===== src/rtl/vga_sync_gen.sv =====
// 640x480@60 VGA timing master: pixel-tick divider, scan counters, registered syncs, frame marker.
// Optional VGA_SYNC_FRAME_CNT_EN adds a 16-bit frame_count output.
module vga_sync_gen #(
  parameter int CLK_DIV   = 4,
  parameter int H_DISPLAY = 640,
  parameter int H_FRONT   = 16,
  parameter int H_SYNC    = 96,
  parameter int H_BACK    = 48,
  parameter int V_DISPLAY = 480,
  parameter int V_FRONT   = 10,
  parameter int V_SYNC    = 2,
  parameter int V_BACK    = 33
) (
  input  logic        clk,
  input  logic        reset,
  output logic        p_tick,
  output logic [9:0]  pixel_x,
  output logic [9:0]  pixel_y,
  output logic        video_on,
  output logic        hsync,
  output logic        vsync,
  output logic        frame_start
`ifdef VGA_SYNC_FRAME_CNT_EN
  ,
  output logic [15:0] frame_count
`endif
);

  localparam int DIV_W = (CLK_DIV > 1) ? $clog2(CLK_DIV) : 1;

  localparam logic [9:0] H_LAST   = 10'(H_DISPLAY + H_FRONT + H_SYNC + H_BACK - 1);
  localparam logic [9:0] V_LAST   = 10'(V_DISPLAY + V_FRONT + V_SYNC + V_BACK - 1);
  localparam logic [9:0] H_VIS    = 10'(H_DISPLAY);
  localparam logic [9:0] V_VIS    = 10'(V_DISPLAY);
  localparam logic [9:0] HS_START = 10'(H_DISPLAY + H_FRONT);
  localparam logic [9:0] HS_END   = 10'(H_DISPLAY + H_FRONT + H_SYNC);
  localparam logic [9:0] VS_START = 10'(V_DISPLAY + V_FRONT);
  localparam logic [9:0] VS_END   = 10'(V_DISPLAY + V_FRONT + V_SYNC);

  logic [DIV_W-1:0] div_cnt;
  logic [9:0]       h_cnt, v_cnt;
  logic [9:0]       h_next, v_next;
  logic             frame_wrap;

  assign p_tick     = (div_cnt == DIV_W'(CLK_DIV - 1));
  assign frame_wrap = (h_cnt == H_LAST) && (v_cnt == V_LAST);

  // NOTE: every output of a combinational block gets a default first, so no path can infer a latch.
  always_comb begin
    h_next = h_cnt + 10'd1;
    v_next = v_cnt;
    if (h_cnt == H_LAST) begin
      h_next = 10'd0;
      v_next = (v_cnt == V_LAST) ? 10'd0 : v_cnt + 10'd1;
    end
  end

`ifdef VGA_SYNC_FRAME_CNT_EN
  logic [15:0] frame_cnt;
  assign frame_count = frame_cnt;
`endif

  // NOTE: state registers use non-blocking assignments so every flop samples pre-edge values.
  always_ff @(posedge clk) begin
    if (reset) begin
      div_cnt     <= '0;
      h_cnt       <= '0;
      v_cnt       <= '0;
      hsync       <= 1'b1;
      vsync       <= 1'b1;
      frame_start <= 1'b0;
`ifdef VGA_SYNC_FRAME_CNT_EN
      frame_cnt   <= '0;
`endif
    end else begin
      frame_start <= 1'b0;
      if (p_tick) begin
        div_cnt     <= '0;
        h_cnt       <= h_next;
        v_cnt       <= v_next;
        // Syncs decode the next counts so they stay aligned with pixel_x/pixel_y.
        hsync       <= !((h_next >= HS_START) && (h_next < HS_END));
        vsync       <= !((v_next >= VS_START) && (v_next < VS_END));
        frame_start <= frame_wrap;
`ifdef VGA_SYNC_FRAME_CNT_EN
        if (frame_wrap) frame_cnt <= frame_cnt + 16'd1;
`endif
      end else begin
        div_cnt <= div_cnt + 1'b1;
      end
    end
  end

  assign pixel_x  = h_cnt;
  assign pixel_y  = v_cnt;
  assign video_on = (h_cnt < H_VIS) && (v_cnt < V_VIS) && !reset;

endmodule

===== config.mk =====
export PLATFORM = sky130hd
export DESIGN_NAME = vga_sync_gen
export DESIGN_NICKNAME = d
export VERILOG_FILES = /design/src/rtl/vga_sync_gen.sv
export SDC_FILE = /design/constraint.sdc
export NUM_CORES = 1
export LEC_CHECK = 0
export ABC_CLOCK_PERIOD_IN_PS = 2400
export BUFFER_PORTS_ARGS = -buffer_cell sky130_fd_sc_hd__buf_4
export CORE_MARGIN = 5
export CORE_UTILIZATION = 39
export CTS_BUF_LIST = sky130_fd_sc_hd__clkbuf_8
export DETAILED_ROUTE_END_ITERATION = 16
export PLACE_DENSITY_LB_ADDON = 0.3
export SYNTH_ARGS = -nofsm -noshare
export SYNTH_HDL_FRONTEND = slang
export SYNTH_SLANG_ARGS = --single-unit

===== constraint.sdc =====
create_clock -name clk -period 2.4 [get_ports clk]
set_input_delay 0.36 -clock clk [delete_from_list [all_inputs] [get_ports clk]]
set_output_delay 0.36 -clock clk [all_outputs]
set_load 0.1 [all_outputs]

## Word level (Yosys, flattened, before mapping)

Index checks and enable logic that the tools add are counted.

| cells by class | value |
|---|---|
| $lt $le $gt $ge | 6 |
| equal/unequal tests | 3 |
| add/sub/neg operators | 3 |
| multiplexer cells | 3 |
| reductions and logical operators | 10 |
| bitwise logic cells | 1 |

Operator list:

| kind | number |
|---|---|
| 10-bit two-way mux | 3 |
| 10-bit by 1-bit adder with 10-bit output (second input constant) | 2 |
| 10-bit == test (second input constant) | 2 |
| 10-bit less-than comparator (second input constant) | 2 |
| 10-bit by 9-bit less-than comparator with 1-bit output (second input constant) | 2 |
| 10-bit >= comparator (second input constant) | 1 |
| 10-bit by 9-bit >= comparator with 1-bit output (second input constant) | 1 |
| 1-bit logical AND | 5 |
| 2-bit OR reduction | 2 |
| 1-bit zero test | 3 |
| 2-bit by 1-bit adder with 2-bit output (second input constant) | 1 |
| 2-bit == test (second input constant) | 1 |
| 1-bit NOT | 1 |

| word-level totals | value |
|---|---|
| input port bits | 2 |
| logic and storage cells | 32 |
| register bits | 25 |
| output and inout port bits | 25 |

## Logic depth before layout (Yosys ltp)

| depth | value |
|---|---|
| word-level depth | 6 |
| mapped depth | 8 |
| depth with buffers taken out | 7 |

## Least setup slack after synthesis

Ideal clock, no wire load.

| timing path | value |
|---|---|
| kind | reg-to-reg |
| from | register h_cnt[0] (netlist: pixel_x[0]) |
| to | register vsync |
| arrival | 2.631 ns |
| required time | 2.260 ns |
| library setup time | 0.140 ns |
| stages on the path, launching flop included | 8 |
| slack | -0.370 ns |
| clock period less this slack | 2.770 ns |
| cell sequence | dfxtp_1 > ha_1 > and4_1 > buf_2 > nand3_2 > or4_1 > a22oi_1 > o2111ai_1 |

| on the way | value |
|---|---|
| longest elaborated chain between the ends | 5 |
| elaborated cells on any way between the ends | 6 |
| classes of those cells | order compare (2); eq/ne (1); mux (1); reduce/logical (2) |

RTL lines:

| element | RTL line | text |
|---|---|---|
| from (decl) | 41 | `logic [9:0] h_cnt, v_cnt;` |
| from (signal assigned) | 79 | `h_cnt <= h_next;` |
| 10-bit == test (*) | 52 | `if (h_cnt == H_LAST) begin` |
| 10-bit two-way mux (*) | 52 |  |
| 10-bit by 9-bit >= comparator with 1-bit output / 10-bit by 9-bit less-than comparator with 1-bit output (equally long branches) | 83 | `vsync <= !((v_next >= VS_START) && (v_next < VS_END));` |
| 1-bit logical AND (*) | 83 |  |
| 1-bit zero test (*) | 83 |  |
| to (signal assigned) | 83 |  |
| to (decl) | 21 | `output logic vsync,` |

Mark *: on every way between the ends. The rest lies on a longest branch, timed or not.
A chain may end at the register's enable or synchronous reset.

## Worst setup path after layout

Same ends and word-level chain as after synthesis.

==> results.yml <==
power_and_ir_drop:
  p_leak_nw: 0.664
  p_int_mw: 0.552
  sw_frac_of_total_pct: 25.5
  share_comb_of_total_power_pct: 8.0
  vdd_ir_drop_max_mv: 0.438
  pwr-share-clk_pct: 34.7
  p_seq_share_pct: 57.3
  p_total_mw: 0.741
  power_density_nw_per_um2: 407
  switchingPower_mw: 0.189
synth:
  synth_seq_cells: 25
  synthDistinctLibCells: 45
  synth_area_leaders: "dfxtp_1 32%, nor2_1 5.1%, o21ai_0 4.2%"
  synth-edff-count: 0
  syn_area_per_cell_um2: 7.87
  syn_area_um2: 1540
  synth-async-reset-ratio_pct: 0
  synth_top_cell_by_area: "dfxtp_1"
  yosysWarnings: 0
  synth_top_flop_cell: "dfxtp_1"
  syn_nets: 203
  synth_top_area_share_pct: 32.4
  ys_seq_area_share_pct: 32.4
  synth_cells: 196
status:
  status: "finished, final reports clean"
sta:
  slew_violations: 0
  fmax_mhz: 451
  skew_ns: 0.00572
  setup_viol: 0
  finalHoldViolations: 0
  fin_crit_sh_pct: 92.4
  worst_pin_slew_ns: 0.457
  tns_ns: 0
  maxSlewHeadroom_pct: 69.3
  rsz0062_at_grt: "false"
  period_needed_ns: 2.22
clock_tree:
  cts_max_level: 1
  post_cts_buffers: 0
  clock_path_buffers: 2
  post_cts_resized: 0
  insertion_delay_ns: 0.27
  path_clk_slew_ns: 0.09
  clkSinkCount: 25
  cts_tree: "built"
  cts_hold_buffers: 0
  cts-buffers-inserted: 3
  root_buffer: "clkbuf_8"
detailed_routing:
  drcViolationCount: 0
  drt_iter0_drc: 128
  drt_pass1_iterations: 4
  avgViaCountPerCell: 5.65
  vias: 1492
  wire_per_inst_um: 14.3
  antenna_left: 0
  drt-total-wl_mm: 3.78
worst_setup_path:
  critPathKind: "reg2reg"
  cp_max_fo: 9
  rr_worst_depth: 6
  worstReg2RegEnd: "vsync"
  cp.required_ns: 2.54
  cp-end-kind: "register"
  rrSetupSlack_ns: 0.18
  arrival_ns: 2.36
  crit-reg2reg-launch: "pixel_x[0]"
  worstSetupStartpointType: "register"
floorplan:
  fp.dieArea_um2: 5310
  io_pins: 27
  start_util_pct: 41.2
  placementRows: 22
  dieHeight_um: 72.9
  core_um2: 3740
  die_w_um: 72.9
cells_and_area:
  multi_input_area_um2: 958
  antennaDiodeCount: 0
  regArea_um2: 512
  area_growth_pct: 17.9
  final_nets: 224
  n_fill_cell: 396
  final_layout_size_suffix_gt1_share_pct: 21.3
  layout.cells.non_filler: 264
placement:
  placed_cells: 260
  routabilityCongestion: 0.897
  hpwl_mm: 2.71
  port_buffers: 26
hold_path:
  min_to: "div_cnt[0]"
  hp-start: "div_cnt[0]"
  hp-class: "reg2reg"
  hold-path-cell-count: 1
grt:
  grt_max_degree: 24
  antenna_found_initial: 0
  grt-ovfl-total: 0
  grt_pass1_wl_mm: 6.50
  grt_pass1_vias: 1383
  grt_usage_pct: 15.0
flow_run:
  maxCapViolations: 0
power groups by stage:
stage,sequential (mW),combinational (mW),clock (mW)
4_1_cts,0.425,0.0601,0.274
6_report,0.425,0.0591,0.257
5_1_grt,0.426,0.0646,0.289
2_1_floorplan,0.444,0.0350,0
3_5_place_dp,0.434,0.0596,0
3_3_place_gp,0.434,0.0595,0
cell usage after synthesis, types with 2 or more instances:
cell type	n
a21oi_1	10
a31o_2	2
a31oi_1	3
and2_1	3
and3_1	7
and4_1	4
clkbuf_1	10
dfxtp_1	25
ha_1	5
inv_1	6
mux2i_1	2
nand2_1	11
nand2b_1	2
nand3_1	10
nand4_1	9
nor2_1	21
nor2b_1	3
nor3_1	10
o211ai_1	2
o21ai_0	13
o31ai_1	2
or3_1	5
or4_1	2
xnor2_1	3
xor2_1	6
through the flow:
step	hold slack (ns)	cell area, um^2	utilization (%)	setup WS, ns
2_1_floorplan	0.404	1550	-	0.00921
3_3_place_gp	0.420	1770	47.3	0.306
3_5_place_dp	0.421	1770	47.3	0.208
4_1_cts	0.430	1820	48.6	0.192
5_1_grt	0.443	1820	48.6	0.0604
6_report	0.432	1820	48.6	0.182
cell usage in the layout (no fill, tap or decap), types with 2 or more instances in the layout:
cell / Yosys / layout
xnor2_1: 3 / 3
buf_4: 1 / 29
ha_1: 5 / 5
clkbuf_8: 0 / 3
o21ai_0: 13 / 13
inv_1: 6 / 6
dfxtp_1: 25 / 16
dfxtp_2: 0 / 9
xor2_1: 6 / 6
and2_1: 3 / 3
or4_1: 2 / 2
nand2_1: 11 / 11
nor3_1: 10 / 10
a31oi_1: 3 / 3
nor2b_1: 3 / 3
nand3_1: 10 / 10
a21oi_1: 10 / 10
and3_1: 7 / 7
and4_1: 4 / 4
or3_1: 5 / 5
nand2b_1: 2 / 2
o31ai_1: 2 / 2
a31o_2: 2 / 2
mux2i_1: 2 / 2
o211ai_1: 2 / 2
nand4_1: 9 / 9
nor2_1: 21 / 21
area by class of cell:
cell class	count	area share [%]
clock inverter	1	0.413
inverter	6	1.24
sequential	25	28.1
timing repair buffer	29	12.0
multi-input combinational	152	52.7
clock buffer	3	2.27
tap	48	3.30
layer usage:
metal  routed length, um  vias to the layer above  global-route usage (%)  share of wire [%]
li1                    -                      763                       -                  -
met1                1890                      694                    22.1                 50
met2                1700                       33                    22.9                 45
met3                 171                        2                    3.31                4.5
met4                  20                        0                    1.84               0.53
met5                   0                        -                       0                  0
kinds of logic (layout without fill, tap and decap cells):
group                    after synthesis  count (layout)  share of synthesized area (%)
AND/OR/NAND/NOR                       92              92                           33.2
buffers and inverters                 19              39                           5.43
AO/OA/AOI/OAI                         44              44                           18.5
flip-flops                            25              25                           32.4
adder cells (fa/ha/maj)                5               5                           4.06
XOR/XNOR                               9               9                           5.11
multiplexers                           2               2                           1.30
sequential cells by signal, summed over array words and instances (netlist names):
signal       count
frame_start      1
vsync            1
div_cnt          2
pixel_y         10
hsync            1
pixel_x         10
critical path, stage by stage, from the launching register on:
cell	delay [ns]
dfxtp_2	0.40
ha_1	0.23
and4_1	0.38
nand3_2	0.22
or4_1	0.55
a22oi_1	0.19
o2111ai_1	0.12
worst max path at each step:
stage / startpoint / depth (start not counted) / slack, ns / to
final: pixel_x[0] / 6 / 0.18 / vsync
after global routing: pixel_x[0] / 6 / 0.06 / vsync
after CTS: pixel_x[0] / 6 / 0.19 / vsync
after detailed placement: pixel_x[0] / 6 / 0.21 / vsync
after global placement: pixel_x[0] / 6 / 0.31 / vsync
after floorplan: pixel_x[6] / 6 / 0.009 / vsync
Power figures use the tool's default switching activity.
